`src/rtl/lsu_pkg.sv`:
```
// Shared definitions for the load/store unit: RV32I width codes and FSM state encoding.
package lsu_pkg;

  localparam logic [2:0] F3_B  = 3'b000;
  localparam logic [2:0] F3_H  = 3'b001;
  localparam logic [2:0] F3_W  = 3'b010;
  localparam logic [2:0] F3_BU = 3'b100;
  localparam logic [2:0] F3_HU = 3'b101;

  typedef enum logic [1:0] {
    IDLE   = 2'd0,
    ACCESS = 2'd1,
    RESP   = 2'd2
  } state_e;

endpackage

```
`src/rtl/lsu_align.sv`:
```
// Combinational lane logic: store replication/byte enables, load select/extension,
// and illegal/misaligned classification of a request.
module lsu_align
  import lsu_pkg::*;
(
  input  logic        is_store,
  input  logic [2:0]  funct3,
  input  logic [1:0]  addr_lo,
  input  logic [31:0] wdata,
  input  logic [31:0] rdata,
  output logic [3:0]  byte_en,
  output logic [31:0] wdata_lanes,
  output logic [31:0] rdata_ext,
  output logic        misaligned,
  output logic        illegal
);

  logic        mis_raw_s;
  logic [7:0]  byte_s;
  logic [15:0] half_s;

  // Classify the width code; misalignment is only reported for legal codes.
  always_comb begin
    illegal   = 1'b0;
    mis_raw_s = 1'b0;
    case (funct3)
      F3_B:         illegal = 1'b0;
      F3_W:         mis_raw_s = (addr_lo != 2'b00);
      F3_H:         mis_raw_s = addr_lo[0];
      F3_BU:        illegal = is_store;
      F3_HU: begin
        illegal   = is_store;
        mis_raw_s = addr_lo[0];
      end
      default:      illegal = 1'b1;
    endcase
    misaligned = mis_raw_s & ~illegal;
  end

  // Store lanes are replicated so the memory picks the right copy via byte_en.
  always_comb begin
    byte_en     = 4'b1111;
    wdata_lanes = wdata;
    if (is_store) begin
      case (funct3)
        F3_B: begin
          byte_en     = 4'b0001 << addr_lo;
          wdata_lanes = {4{wdata[7:0]}};
        end
        F3_H: begin
          byte_en     = addr_lo[1] ? 4'b1100 : 4'b0011;
          wdata_lanes = {2{wdata[15:0]}};
        end
        default: begin
          byte_en     = 4'b1111;
          wdata_lanes = wdata;
        end
      endcase
    end else begin
      byte_en     = 4'b1111;
      wdata_lanes = wdata;
    end
  end

  // Load lane select followed by sign/zero extension.
  always_comb begin
    case (addr_lo)
      2'd0:    byte_s = rdata[7:0];
      2'd1:    byte_s = rdata[15:8];
      2'd2:    byte_s = rdata[23:16];
      default: byte_s = rdata[31:24];
    endcase
    half_s = addr_lo[1] ? rdata[31:16] : rdata[15:0];
    case (funct3)
      F3_B:    rdata_ext = {{24{byte_s[7]}}, byte_s};
      F3_BU:   rdata_ext = {24'd0, byte_s};
      F3_H:    rdata_ext = {{16{half_s[15]}}, half_s};
      F3_HU:   rdata_ext = {16'd0, half_s};
      default: rdata_ext = rdata;
    endcase
  end

endmodule

```
`src/rtl/load_store_unit.sv`:
```
// Data-memory initiator: accepts one load/store at a time, performs a word-aligned
// access with byte enables, and returns an extended, registered response.
module load_store_unit
  import lsu_pkg::*;
#(
  parameter int unsigned TIMEOUT_CYCLES = 16,
  parameter int unsigned ADDR_W         = 32
) (
  input  logic              clk,
  input  logic              rst_n,
  input  logic              req_valid,
  output logic              req_ready,
  input  logic              req_is_store,
  input  logic [2:0]        req_funct3,
  input  logic [ADDR_W-1:0] req_addr,
  input  logic [31:0]       req_wdata,
  output logic              resp_valid,
  output logic [31:0]       resp_rdata,
  output logic              resp_misaligned,
  output logic              resp_err,
  output logic              mem_read_en,
  output logic              mem_write_en,
  output logic [ADDR_W-1:0] mem_address,
  output logic [31:0]       mem_write_data,
  output logic [3:0]        mem_byte_en,
  input  logic [31:0]       mem_read_data,
  input  logic              mem_ready
);

  state_e            state_q, state_d;
  logic              req_ready_q, req_ready_d;
  logic              is_store_q, is_store_d;
  logic [2:0]        funct3_q, funct3_d;
  logic [1:0]        addr_lo_q, addr_lo_d;
  logic [31:0]       cnt_q, cnt_d;
  logic              resp_valid_q, resp_valid_d;
  logic [31:0]       resp_rdata_q, resp_rdata_d;
  logic              resp_mis_q, resp_mis_d;
  logic              resp_err_q, resp_err_d;
  logic              rd_en_q, rd_en_d;
  logic              wr_en_q, wr_en_d;
  logic [ADDR_W-1:0] mem_addr_q, mem_addr_d;
  logic [31:0]       mem_wdata_q, mem_wdata_d;
  logic [3:0]        mem_be_q, mem_be_d;

  logic              al_is_store_s;
  logic [2:0]        al_funct3_s;
  logic [1:0]        al_addr_lo_s;
  logic [3:0]        al_byte_en_s;
  logic [31:0]       al_wdata_s;
  logic [31:0]       al_rdata_s;
  logic              al_mis_s;
  logic              al_ill_s;
  logic              timeout_hit_s;

  // The aligner classifies the live request in IDLE and extends the held one afterwards.
  assign al_is_store_s = (state_q == IDLE) ? req_is_store      : is_store_q;
  assign al_funct3_s   = (state_q == IDLE) ? req_funct3        : funct3_q;
  assign al_addr_lo_s  = (state_q == IDLE) ? req_addr[1:0]     : addr_lo_q;

  lsu_align u_align (
    .is_store    (al_is_store_s),
    .funct3      (al_funct3_s),
    .addr_lo     (al_addr_lo_s),
    .wdata       (req_wdata),
    .rdata       (mem_read_data),
    .byte_en     (al_byte_en_s),
    .wdata_lanes (al_wdata_s),
    .rdata_ext   (al_rdata_s),
    .misaligned  (al_mis_s),
    .illegal     (al_ill_s)
  );

  assign timeout_hit_s = (TIMEOUT_CYCLES != 32'd0) && (cnt_q == TIMEOUT_CYCLES - 32'd1);

  // Next-state and registered-output computation for the IDLE/ACCESS/RESP sequence.
  always_comb begin
    state_d      = state_q;
    is_store_d   = is_store_q;
    funct3_d     = funct3_q;
    addr_lo_d    = addr_lo_q;
    cnt_d        = cnt_q;
    resp_valid_d = 1'b0;
    resp_rdata_d = resp_rdata_q;
    resp_mis_d   = resp_mis_q;
    resp_err_d   = resp_err_q;
    rd_en_d      = rd_en_q;
    wr_en_d      = wr_en_q;
    mem_addr_d   = mem_addr_q;
    mem_wdata_d  = mem_wdata_q;
    mem_be_d     = mem_be_q;
    case (state_q)
      IDLE: begin
        if (req_valid) begin
          is_store_d = req_is_store;
          funct3_d   = req_funct3;
          addr_lo_d  = req_addr[1:0];
          cnt_d      = 32'd0;
          if (al_ill_s || al_mis_s) begin
            state_d      = RESP;
            resp_valid_d = 1'b1;
            resp_rdata_d = 32'd0;
            resp_err_d   = al_ill_s;
            resp_mis_d   = al_mis_s;
          end else begin
            state_d     = ACCESS;
            rd_en_d     = ~req_is_store;
            wr_en_d     = req_is_store;
            mem_addr_d  = {req_addr[ADDR_W-1:2], 2'b00};
            mem_wdata_d = al_wdata_s;
            mem_be_d    = al_byte_en_s;
          end
        end else begin
          state_d = IDLE;
        end
      end
      ACCESS: begin
        if (mem_ready) begin
          state_d      = RESP;
          rd_en_d      = 1'b0;
          wr_en_d      = 1'b0;
          cnt_d        = 32'd0;
          resp_valid_d = 1'b1;
          resp_rdata_d = is_store_q ? 32'd0 : al_rdata_s;
          resp_err_d   = 1'b0;
          resp_mis_d   = 1'b0;
        end else if (timeout_hit_s) begin
          state_d      = RESP;
          rd_en_d      = 1'b0;
          wr_en_d      = 1'b0;
          cnt_d        = 32'd0;
          resp_valid_d = 1'b1;
          resp_rdata_d = 32'd0;
          resp_err_d   = 1'b1;
          resp_mis_d   = 1'b0;
        end else begin
          cnt_d = cnt_q + 32'd1;
        end
      end
      RESP: begin
        state_d = IDLE;
      end
      default: begin
        state_d = IDLE;
        rd_en_d = 1'b0;
        wr_en_d = 1'b0;
        cnt_d   = 32'd0;
      end
    endcase
    req_ready_d = (state_d == IDLE);
  end

  // State and output registers; reset abandons any access in flight.
  always_ff @(posedge clk or negedge rst_n) begin
    if (!rst_n) begin
      state_q      <= IDLE;
      req_ready_q  <= 1'b1;
      is_store_q   <= 1'b0;
      funct3_q     <= 3'd0;
      addr_lo_q    <= 2'd0;
      cnt_q        <= 32'd0;
      resp_valid_q <= 1'b0;
      resp_rdata_q <= 32'd0;
      resp_mis_q   <= 1'b0;
      resp_err_q   <= 1'b0;
      rd_en_q      <= 1'b0;
      wr_en_q      <= 1'b0;
      mem_addr_q   <= '0;
      mem_wdata_q  <= 32'd0;
      mem_be_q     <= 4'd0;
    end else begin
      state_q      <= state_d;
      req_ready_q  <= req_ready_d;
      is_store_q   <= is_store_d;
      funct3_q     <= funct3_d;
      addr_lo_q    <= addr_lo_d;
      cnt_q        <= cnt_d;
      resp_valid_q <= resp_valid_d;
      resp_rdata_q <= resp_rdata_d;
      resp_mis_q   <= resp_mis_d;
      resp_err_q   <= resp_err_d;
      rd_en_q      <= rd_en_d;
      wr_en_q      <= wr_en_d;
      mem_addr_q   <= mem_addr_d;
      mem_wdata_q  <= mem_wdata_d;
      mem_be_q     <= mem_be_d;
    end
  end

  assign req_ready       = req_ready_q;
  assign resp_valid      = resp_valid_q;
  assign resp_rdata      = resp_rdata_q;
  assign resp_misaligned = resp_mis_q;
  assign resp_err        = resp_err_q;
  assign mem_read_en     = rd_en_q;
  assign mem_write_en    = wr_en_q;
  assign mem_address     = mem_addr_q;
  assign mem_write_data  = mem_wdata_q;
  assign mem_byte_en     = mem_be_q;

endmodule

```
`config.mk`:
```
export PLATFORM = sky130hd
export DESIGN_NAME = load_store_unit
export DESIGN_NICKNAME = d
export VERILOG_FILES = /design/src/rtl/lsu_pkg.sv /design/src/rtl/lsu_align.sv /design/src/rtl/load_store_unit.sv
export SDC_FILE = /design/constraint.sdc
export NUM_CORES = 1
export LEC_CHECK = 0
export CAP_MARGIN = 10
export CORE_MARGIN = 5
export CORE_UTILIZATION = 43
export DETAILED_ROUTE_END_ITERATION = 16
export MAX_ROUTING_LAYER = met4
export PLACE_DENSITY_LB_ADDON = 0.08
export SETUP_SLACK_MARGIN = 0.15
export SLEW_MARGIN = 20
export SYNTH_ARGS = -nofsm -noshare
export SYNTH_HDL_FRONTEND = slang
export SYNTH_SLANG_ARGS = --single-unit
```
`constraint.sdc`:
```
create_clock -name clk -period 2.42 [get_ports clk]
set_input_delay 0.484 -clock clk [delete_from_list [all_inputs] [get_ports clk]]
set_output_delay 0.484 -clock clk [all_outputs]
set_load 0.01 [all_outputs]
```
Word level (Yosys, flattened, before mapping)
Cells that the tools add are included.
W data, S select, Z words.
Storage, ports and cells
  logic and storage cells: 99
  register bits: 144
Cells by class
  multiplexer cells: 49
  reductions and logical operators: 15
  add/subtract/negate cells: 1
  shift operators: 1
  bitwise logic cells: 5
  equality and inequality tests: 13
Operators with widths (number)
  $mux W32: 9
  $pmux W32 S2: 2
  $pmux W32 S4: 1
  $pmux W32 S3: 1
  $add A32 B1 Y32 const B: 1
  $eq A32 B4 Y1 const B: 1
  $pmux W8 S3: 1
  $mux W1: 17
  $mux W16: 1
  $mux W2: 5
  $pmux W1 S2: 5
  $mux W4: 2
  $pmux W4 S2: 1
  $reduce_and A4 Y1: 2
  $eq A3 B3 Y1 const B: 2
  $logic_not A2 Y1: 3
  $pmux W1 S3: 2
  $eq A2 B1 Y1 const B: 2
  $eq A2 B2 Y1 const B: 2
  $ne A2 B2 Y1 const B: 2
  $not A1 Y1: 4
  $pmux W2 S2: 1
  $reduce_and A2 Y1: 2
  $reduce_bool A2 Y1: 2
  other kinds (12): 13

Depth between registers and ports, before layout
Gate-level depths: netlist of run 1.
  depth after elaboration: 12
  depth in mapped cells: 10

By module
A second synthesis of run 1 with hierarchy kept.
Second synthesis, totals
  cells, all modules: 623
  area total of the unflattened synthesis: 7288.2 um2
Modules (own cells, without submodules)
  load_store_unit: sequential area each 3604.7 um2, area each 6044.5 um2, cells each 447, instances 1
  lsu_align: sequential area each 0.0 um2, area each 1243.7 um2, cells each 176, instances 1

Worst setup path after synthesis of run 1
No wires, ideal clock.
  path type: reg2reg
  start point: register state_q[1]
  end point: register resp_rdata_q[10], in the netlist resp_rdata[10]
  stages on the path, launching flop included: 8
  buffers on the path: 1
  data required time: 2299 ps
  arrival: 2202 ps
  path slack: 97 ps
  cell sequence: dfrtp_1 buf_2 nor2_1 mux2i_2 mux4_2 a21oi_2 o21a_1 o2bb2ai_1
Between the ends
  cells in the longest elaborated chain, start to end: 10
  elaborated cells on any way between the ends: 33
  classes of those cells: eq/ne: 10; mux: 11; bitwise: 2; reduce/logical: 10
RTL lines
  start: declaration: RTL line load_store_unit.sv:30  | state_e state_q, state_d;
  start signal: assignment: RTL line load_store_unit.sv:172  | state_q <= state_d;
  $logic_not A2 Y1
  $mux W3: RTL line load_store_unit.sv:58  | assign al_funct3_s = (state_q == IDLE) ? req_funct3 : funct3_q;
  $eq A3 B2 Y1, or another cell as far along: RTL line lsu_align.sv:26  | case (funct3)
  $reduce_or A3 Y1 (no source line) / $reduce_or A2 Y1 (equally long branches)
  $pmux W1 S2: RTL line lsu_align.sv:26
  $not A1 Y1: RTL line lsu_align.sv:37  | misaligned = mis_raw_s & ~illegal;
  $and A1 B1 Y1: RTL line lsu_align.sv:37
  $logic_or A1 B1 Y1: RTL line load_store_unit.sv:99  | if (al_ill_s || al_mis_s) begin
  $ne A2 B1 Y1 (no source line)
  $reduce_and A4 Y1 (no source line)
  end signal: assignment: RTL line load_store_unit.sv:179  | resp_rdata_q <= resp_rdata_d;
  end: declaration: RTL line load_store_unit.sv:37  | logic [31:0] resp_rdata_q, resp_rdata_d;
Several ways; a longest one is shown, not always the timed one.
A chain may end at the register's enable or synchronous reset.

Worst setup path after layout of run 1
  start point: register state_q[0]
  end point: register mem_wdata_q[31], in the netlist mem_write_data[31]
Between the ends
  cells in the longest elaborated chain, start to end: 10
  elaborated cells on any way between the ends: 22
  classes of those cells: eq/ne: 4; mux: 7; bitwise: 3; reduce/logical: 8
RTL lines
  $logic_not A2 Y1 *
  $mux W3: RTL line load_store_unit.sv:58
  $eq A3 B2 Y1, or another cell as far along: RTL line lsu_align.sv:26
  $reduce_or A3 Y1 (no source line) / $reduce_or A2 Y1 (equally long branches)
  $pmux W1 S2: RTL line lsu_align.sv:26
  $not A1 Y1: RTL line lsu_align.sv:37
  $and A1 B1 Y1: RTL line lsu_align.sv:37
  $logic_or A1 B1 Y1: RTL line load_store_unit.sv:99
  $not A1 Y1 (no source line)
  $reduce_and A3 Y1 (no source line)
  end signal: assignment: RTL line load_store_unit.sv:185  | mem_wdata_q <= mem_wdata_d;
  end: declaration: RTL line load_store_unit.sv:43  | logic [31:0] mem_wdata_q, mem_wdata_d;
Every way passes the cells marked *; elsewhere a longest branch is shown, timed or not.

==> flow_summary.ini, run 1 <==
[clock_tree]
cts_buffer_depth = 2
cts_tree = yes
postCtsSetupBuffers = 0
cts-buffers-inserted = 17
clock_sinks = 144
cts_htree_levels = 4
clockRootBuffer = clkbuf_16
clk_pin_slew_ns = 0.06
clk_latency_ns = 0.42
hold_buffers = 0

[cells_and_area]
design_area_sq_um = 10100
fin_cells = 1184
syn2layout_area_growth_pct = 48.7
diodes = 0
finalNetCount = 1060
final_layout_size_suffix_gt1_share_pct = 11.7

[setup_path]
cp.required_ns = 2.71
reg2reg_depth = 9
crit_end = mem_write_data[31]
reg2reg_from = state_q[0]
path_max_fanout = 15
startpoint_type = flop
critPathLaunch = state_q[0]
cp-end-kind = flop
critPathKind = reg -> reg
r2r_end = mem_write_data[31]
arrival_ns = 2.47
r2r_setup_slack_ns = 0.24

[global_route]
grt_pass1_vias = 6327
antenna_found_initial = 0
grt_max_degree = 68
globalRouteTotalUtil_pct = 23.3
grt-ovfl-total = 0
grt_pass1_wl_mm = 32.9

[logic_synthesis]
synth_area_sq_um = 6810
synth_flop_cell = dfrtp_1
postSynthAreaPerCell_sq_um = 9.45
synth_edf_count = 0
ys_warn_count = 0
synth_seq_area_share_pct = 52.9
syn_inst = 721
synthDistinctLibCells = 52
synthArstFlopShare_pct = 100
ys_ff_latch = 144

[hold_path]
hp-class = in -> async

[detailed_routing]
drc_errors = 0
dr.first_iter.drc_count = 390
via_per_inst = 5.27
ant_nets = 0
wl_mm = 20.8
vias = 6241
dr.pass1.iters = 5
wire_per_inst_um = 17.6

[floorplan]
die-area_sq_um = 18500
start_util_pct = 43.4
io_pins = 210
dieWidth_um = 136
num_rows = 46
die-height_um = 136
coreArea_sq_um = 15700

[power]
vdd_drop_max_mv = 0.692
power_density_nw_per_um2 = 1180
power.total_uw = 12000
p_leak_uw = 0.00454

[place]
dpl_cell_area_sq_um = 9480
dp_cells = 1151
port_buffers = 207
routabilityCongestion = 0.910
dp_hpwl_mm = 15.1

[timing]
period_needed_ns = 2.18
rsz0062_at_grt = yes
fmax_mhz = 458
fin_skew_ns = 0.00834
setup_violations = 0
tns_ns = 0
finalMaxSlewViolations = 0
fin_crit_sh_pct = 90.2
finalHoldViolations = 0

[status]
status = finished, final reports clean

[job]
drv_cap = 0
==> timing repair <==
item                       in CTS  in global routing
pin swaps                       0                  0
setup endpoints to repair      23                116
resized for setup               1                 12
gates cloned                    0                  1
==> layout make-up <==
cell class                 instances  area, sq um
fill                            1311         5580
clock inverter                    11          105
multi-input combinational        521         3040
timing repair buffer             258         2600
sequential                       144         3600
tap                              216          270
inverter                          13         48.8
clock buffer                      21          460
==> per-layer routing <==
layer / global-route usage [%] / wire length, um / vias to the layer above
met3: 5.81 / 1630 / 34
met1: 30.8 / 9150 / 3025
met2: 35.4 / 9590 / 226
li1: - / - / 2956
met5: - / 0 / -
met4: 7.56 / 427 / 0
==> critical path: stages (launching register included) <==
cell,delay [ns]
dfrtp_1,0.41
buf_4,0.20
or3_4,0.41
a221oi_4,0.25
a21boi_4,0.24
buf_12,0.16
buf_12,0.12
nand3_1,0.07
o21ai_0,0.08
o21ai_0,0.11
==> worst min path at each step <==
stage                                    to  slack [ns]  cells after the start
after global placement    mem_write_data[9]        0.45                      2
final                       mem_address[19]       0.005                      1
after floorplan                addr_lo_q[0]        0.19                      0
after detailed placement     mem_address[7]        0.46                      2
after global routing        mem_address[19]        0.03                      1
after CTS                   mem_address[19]        0.01                      1
==> synthesized netlist by cell type, drive strengths merged (3+ instances only) <==
library cell	n	area [sq um]
a21o	3	22.5
a21oi	25	129
a22oi	7	52.6
a31oi	6	37.5
and2	3	18.8
and3	11	68.8
and4	3	26.3
buf	24	133
clkbuf	20	75.1
dfrtp	143	3580
inv	13	48.8
mux2	9	101
mux2i	22	224
nand2	184	691
nand3	22	110
nand4	10	62.6
nor2	49	184
nor3	3	15.0
nor4	9	56.3
o211ai	10	75.1
o21a	9	67.6
o21ai	51	259
o2bb2ai	33	289
xnor2	5	43.8
xor2	21	184
==> state kept, by name (all words and copies together) (netlist names), 2 cells and up <==
register,flops
addr_lo_q,2
cnt_q,32
funct3_q,3
mem_address,30
mem_byte_en,4
mem_write_data,32
resp_rdata,32
state_q,2
==> cell families after synthesis <==
group,count (synthesis),share of synthesized area (%)
flops,144,52.9
compound gates,153,15.2
xor+xnor,26,3.34
simple gates,307,19.4
fa+ha+maj,1,0.184
other cells,1,0.0551
mux,32,5.11
buf+inv,57,3.77
==> metrics by stage <==
step	util [%]	hold WS (ns)	worst slack, ns
6_report	64.5	0.00514	0.236
5_1_grt	64.5	0.0317	0.106
4_1_cts	63.9	0.0116	0.0952
3_5_place_dp	60.3	0.461	-0.0909
3_3_place_gp	60.3	0.453	-0.000354
2_1_floorplan	-	0.188	0.151
==> where the power goes <==
part	total (uW)	switching, uW	internal, uW	leakage [uW]
clock	2510	1040	1470	0.000266
combinational	5710	2800	2910	0.00240
sequential	3780	526	3250	0.00187
==> placed cells by master, fill, tap and decap left out, drive strengths merged, types with 21 or more instances in the layout <==
cell type      count
clkbuf            22
dfrtp            143
nand2            184
mux2i             22
nor2              49
xor2              21
nand3             22
buf               51
o21ai             51
a21oi             25
o2bb2ai           33
clkdlybuf4s50    206
No activity file was read; power rests on OpenSTA's default activity.
==> run 2: changes to the inputs <==
==> constraint.sdc (replaced) <==
create_clock -name clk -period 2.42 [get_ports clk]
set_input_delay 0.726 -clock clk [delete_from_list [all_inputs] [get_ports clk]]
set_output_delay 0.726 -clock clk [all_outputs]
set_load 0.01 [all_outputs]
==> run 2 against run 1 <==
  * Clock skew is 0.0024 ns higher
  * Global-route usage hardly changed
  * Maximum frequency is 5.6% lower
  * Largest power group unchanged
  * Sequential power hardly changed
  * Count of clock-buffer cells in the layout is 4 higher
  * Non-clock buffer count is 28 higher
  * Routed wire length is 4.4% higher
  * Worst hold slack better by 0.26 ns
==> flow_summary.ini, run 2 (synthesized netlist as in run 1, its figures left out) <==
[global_route]
globalRouteMet2Util_pct = 35.0
globalRouteTotalUtil_pct = 23.3
met1_usage_pct = 31.1
grt_max_degree = 81
grt-ovfl-total = 0
grt_pass1_vias = 6354
grt_use_met3_pct = 5.74
busiest_layer = met2
grt_pass1_wl_mm = 33.1
antenna_found_initial = 1

[clock_tree]
clockRootBuffer = clkbuf_16
cts_buffer_depth = 2
clk_latency_ns = 0.42
clock_sinks = 144
cts_tree = yes
cts_htree_levels = 4
cts-buffers-inserted = 17
clk_pin_slew_ns = 0.06

[power]
seqPwrFrac_pct = 30.8
netSwitchingFraction_pct = 36.3
power_density_nw_per_um2 = 1180
p_leak_uw = 0.00471
clockPowerShare_pct = 19.1
power.total_uw = 12300
power_switching_uw = 4450
vdd_drop_max_mv = 0.751
internal-power_uw = 7810
comb_power_share_pct = 50.1

[detailed_routing]
vias = 6415
drc_errors = 0
via_per_inst = 5.29
wire_per_inst_um = 17.9
dr.first_iter.drc_count = 391
dr.pass1.iters = 5
ant_nets = 0
wl_mm = 21.7

[timing]
fin_skew_ns = 0.0107
finalMaxSlewViolations = 0
rsz0062_at_grt = yes
setup_violations = 0
fin_crit_sh_pct = 95.6
fmax_mhz = 432
period_needed_ns = 2.31
finalHoldViolations = 0
slew_headroom_pct = 62.4
worst_slew_pin_slew_ns = 0.559

[setup_path]
arrival_ns = 2.62
cp.required_ns = 2.72
reg2reg_depth = 9
startpoint_type = primary input
critPathLaunch = req_addr[0]
r2r_end = resp_misaligned
critPathKind = in -> reg
cp-end-kind = flop
path_max_fanout = 3
reg2reg_from = state_q[1]
r2r_setup_slack_ns = 0.18

[floorplan]
num_rows = 46
die-area_sq_um = 18500
die-height_um = 136
dieWidth_um = 136
io_pins = 210
start_util_pct = 43.4
coreArea_sq_um = 15700

[job]
drv_cap = 0

[cells_and_area]
utilization_pct = 66.0
final_common_cell = clkdlybuf4s50_1
finalNetCount = 1088
final_layout_size_suffix_gt1_share_pct = 14.0
layout_common_cells = clkdlybuf4s50_1, nand2_1, dfrtp_1
syn2layout_area_growth_pct = 52.3

[hold_path]
hp-class = in -> async

[place]
dp_hpwl_mm = 15.3
routabilityCongestion = 0.892
port_buffers = 207

[status]
status = finished, final reports clean
## run 2: cell type report
type	instances	area, sq um
Timing Repair Buffer	286	2870
Clock inverter	7	40.0
Clock buffer	25	485
Antenna cell	1	2.50
Inverter	13	48.8
Multi-Input combinational cell	521	3060
Sequential cell	144	3610
Tap cell	216	270
Fill cell	1238	5340
## run 2: worst max-delay path by stage
stage | end | depth (start not counted) | slack [ns]
after floorplan | resp_rdata[21] | 9 | 0.15
after global placement | mem_write_data[25] | 10 | -0.26
after detailed placement | resp_rdata[25] | 8 | -0.29
after CTS | mem_write_data[25] | 10 | 0.14
after global routing | mem_write_en | 9 | 0.06
final | resp_misaligned | 8 | 0.11
## run 2: what timing repair did
item,CTS,global route
hold buffers,0,0
gates resized for setup,2,20
pin swaps,0,4
gates cloned,0,5
endpoints found under the setup margin,18,105
endpoints found under the hold margin,0,0
setup buffers,0,6
## run 2: metrics by stage
stage                     cells  setup WS (ns)  cell area [sq um]  hold slack (ns)  setup TNS (ns)
after floorplan             722          0.150               6840            0.430               0
after global placement     1169         -0.262               9580            0.456          -24.97
after detailed placement   1169         -0.293               9580            0.462          -25.92
after CTS                  1201          0.141              10100            0.269               0
after global routing       1213         0.0625              10400            0.301               0
final                      1213          0.106              10400            0.261               0
## run 2: per-layer routing
layer	vias up	wire, um
li1	3022	-
met5	-	0
met2	262	10100
met4	0	404
met1	3096	9620
met3	35	1540
## run 2: power groups by stage
stage,sequential (uW),clock (uW),combinational (uW)
floorplan,4070,0,2410
global placement,3780,0,5600
detailed placement,3800,0,5710
CTS,3770,2390,5750
global route,3890,2510,6600
finish,3780,2340,6140
## run 2: critical path, cell delays in order
cell             delay, ns
clkdlybuf4s50_1       0.50
nor4_2                0.26
a21oi_1               0.11
o22ai_2               0.21
nand2_1               0.14
a21boi_4              0.20
buf_4                 0.15
mux2_2                0.33
==> run 3: changes to the inputs <==
--- a/config.mk
+++ b/config.mk
@@ -11,6 +11,7 @@
 export DETAILED_ROUTE_END_ITERATION = 16
 export MAX_ROUTING_LAYER = met4
 export PLACE_DENSITY_LB_ADDON = 0.08
+export RECOVER_POWER = 50
 export SETUP_SLACK_MARGIN = 0.15
 export SLEW_MARGIN = 20
 export SYNTH_ARGS = -nofsm -noshare
==> run 3 against run 2 <==
  * Routed wire length shrank 0.14%
  * Register-to-register slack is essentially flat
  * Final cell count is the same
  * Setup slack lost 0.0044 ns
  * Clock skew shrank 0.0018 ns
  * Largest power group unchanged
  * Cell area shrank 0.35%
  * First-iteration DRC count grew 3.1%
==> flow_summary.ini, run 3 (synthesized netlist as in run 1, its figures left out) <==
[status]
status = finished, final reports clean

[clock_tree]
clockRootBuffer = clkbuf_16
clock_sinks = 144
cts_htree_levels = 4
cts_buffer_depth = 2
clk_pin_slew_ns = 0.06
cts-buffers-inserted = 17
clk_latency_ns = 0.42
cts_tree = yes

[setup_path]
r2r_setup_slack_ns = 0.19
cpPeakStageDelay_ns = 0.50
slowest_stage = clkdlybuf4s50_1
critPathKind = in -> reg
startpoint_type = primary input
cp.required_ns = 2.72
crit_family = buffers and inverters
r2r_end = resp_misaligned
cp-end-kind = flop
worst-path-buf-inv = 2
path_max_fanout = 3
crit_path_cell_trace = clkdlybuf4s50_1, nor4_2, a21oi_1, o22ai_2, nand2_1, a21boi_4, buf_4, mux2_2
arrival_ns = 2.62
reg2reg_depth = 9
reg2reg_from = state_q[1]

[detailed_routing]
dr.pass1.iters = 5
drc_errors = 0
vias = 6429
via_per_inst = 5.30
dr.first_iter.drc_count = 403
wl_mm = 21.7
wire_per_inst_um = 17.9
ant_nets = 0

[floorplan]
start_util_pct = 43.4
die-height_um = 136
die-area_sq_um = 18500
io_pins = 210
num_rows = 46
dieWidth_um = 136
coreArea_sq_um = 15700

[hold_path]
min-delay-start = mem_address[13]
hp-class = reg -> reg
worst_hold_path.num_cells = 2
holdPathEnd = mem_address[13]

[timing]
fin_skew_ns = 0.00889
worst_slew_pin_slew_ns = 1.40
slew_headroom_pct = 6.92
period_needed_ns = 2.32
setup_violations = 0
fin_crit_sh_pct = 95.8
finalHoldViolations = 0
rsz0062_at_grt = yes
holdWs_ns = 0.465
finalMaxSlewViolations = 0
tns_ns = 0
fmax_mhz = 431

[cells_and_area]
final_common_cell = nand2_1
syn2layout_area_growth_pct = 51.8
layout_common_cells = nand2_1, clkdlybuf4s50_1, dfrtp_1
fillers = 1247
fin_cells = 1213
finalNetCount = 1088
final_layout_size_suffix_gt1_share_pct = 13.6

[global_route]
antenna_found_initial = 1
globalRouteTotalUtil_pct = 23.3
grt_pass1_wl_mm = 33.1
grt-ovfl-total = 0
grt_max_degree = 81
grt_pass1_vias = 6354

[power]
p_leak_uw = 0.00476
vdd_drop_max_mv = 0.749
power_density_nw_per_um2 = 1170

[place]
dp_hpwl_mm = 15.3
routabilityCongestion = 0.892
port_buffers = 207
dp_cells = 1169

[job]
drv_cap = 0
==> run 3: changes by cell type in the layout (fill, tap and decap cells not counted) <==
cell / before / now
and2_0: 0 / 1
and2_1: 3 / 2
buf_12: 7 / 6
buf_4: 63 / 57
buf_6: 4 / 3
clkbuf_1: 5 / 9
clkbuf_2: 0 / 2
clkbuf_4: 0 / 2
clkdlybuf4s50_1: 204 / 162
dlygate4sd3_1: 0 / 42
==> run 3: how the worst max path moves through the flow <==
stage,cells past startpoint,startpoint,slack (ns),end
2_1_floorplan,9,state_q[1],0.15,resp_rdata[21]
3_3_place_gp,10,req_funct3[0],-0.26,mem_write_data[25]
5_1_grt,9,req_funct3[0],0.06,mem_write_en
3_5_place_dp,8,req_addr[1],-0.29,resp_rdata[25]
6_report,8,req_addr[0],0.10,resp_misaligned
4_1_cts,10,req_funct3[0],0.14,mem_write_data[25]
==> run 3: what timing repair did <==
action                     in CTS  in global routing
setup endpoints to repair      18                105
buffers inserted                0                  6
resized for setup               2                 20
cloned                          0                  5
hold buffers                    0                  0
pin swaps                       0                  4
==> run 3: layout make-up <==
class                           count  area (sq um)  area share, %
Sequential cell                   144          3610           34.9
Multi-Input combinational cell    521          3060           29.6
Tap cell                          216           270           2.61
Antenna cell                        1          2.50         0.0242
Clock inverter                      7          40.0          0.387
Inverter                           13          48.8          0.472
Timing Repair Buffer              286          2830           27.4
Clock buffer                       25           485           4.70
==> run 3: worst register-to-register path, cell delays in order (launching register included) <==
cell	delay, ns
dfrtp_2	0.45
buf_4	0.16
buf_4	0.12
nor4_2	0.26
a21oi_1	0.11
o22ai_2	0.20
nand2_1	0.13
a21boi_4	0.20
buf_4	0.15
mux2_2	0.33
==> run 3: metal layers <==
layer | wire length [um] | track usage (%)
met5 | 0 | -
met4 | 452 | 7.67
met3 | 1570 | 5.74
met2 | 10100 | 35.0
met1 | 9590 | 31.1
==> run 3: per-stage QoR <==
step | utilization (%) | setup WS, ns | power (uW) | cell area (sq um)
final | 65.8 | 0.101 | 12100 | 10300
after global routing | 65.8 | 0.0625 | 12900 | 10300
after CTS | 64.4 | 0.141 | 11900 | 10100
after detailed placement | 61.0 | -0.293 | 9510 | 9580
after global placement | 61.0 | -0.262 | 9380 | 9580
after floorplan | - | 0.150 | 6480 | 6840
==> run 3: power by group <==
part / internal [uW] / switching, uW
clock: 1380 / 955
combinational: 3050 / 2960
sequential: 3250 / 513
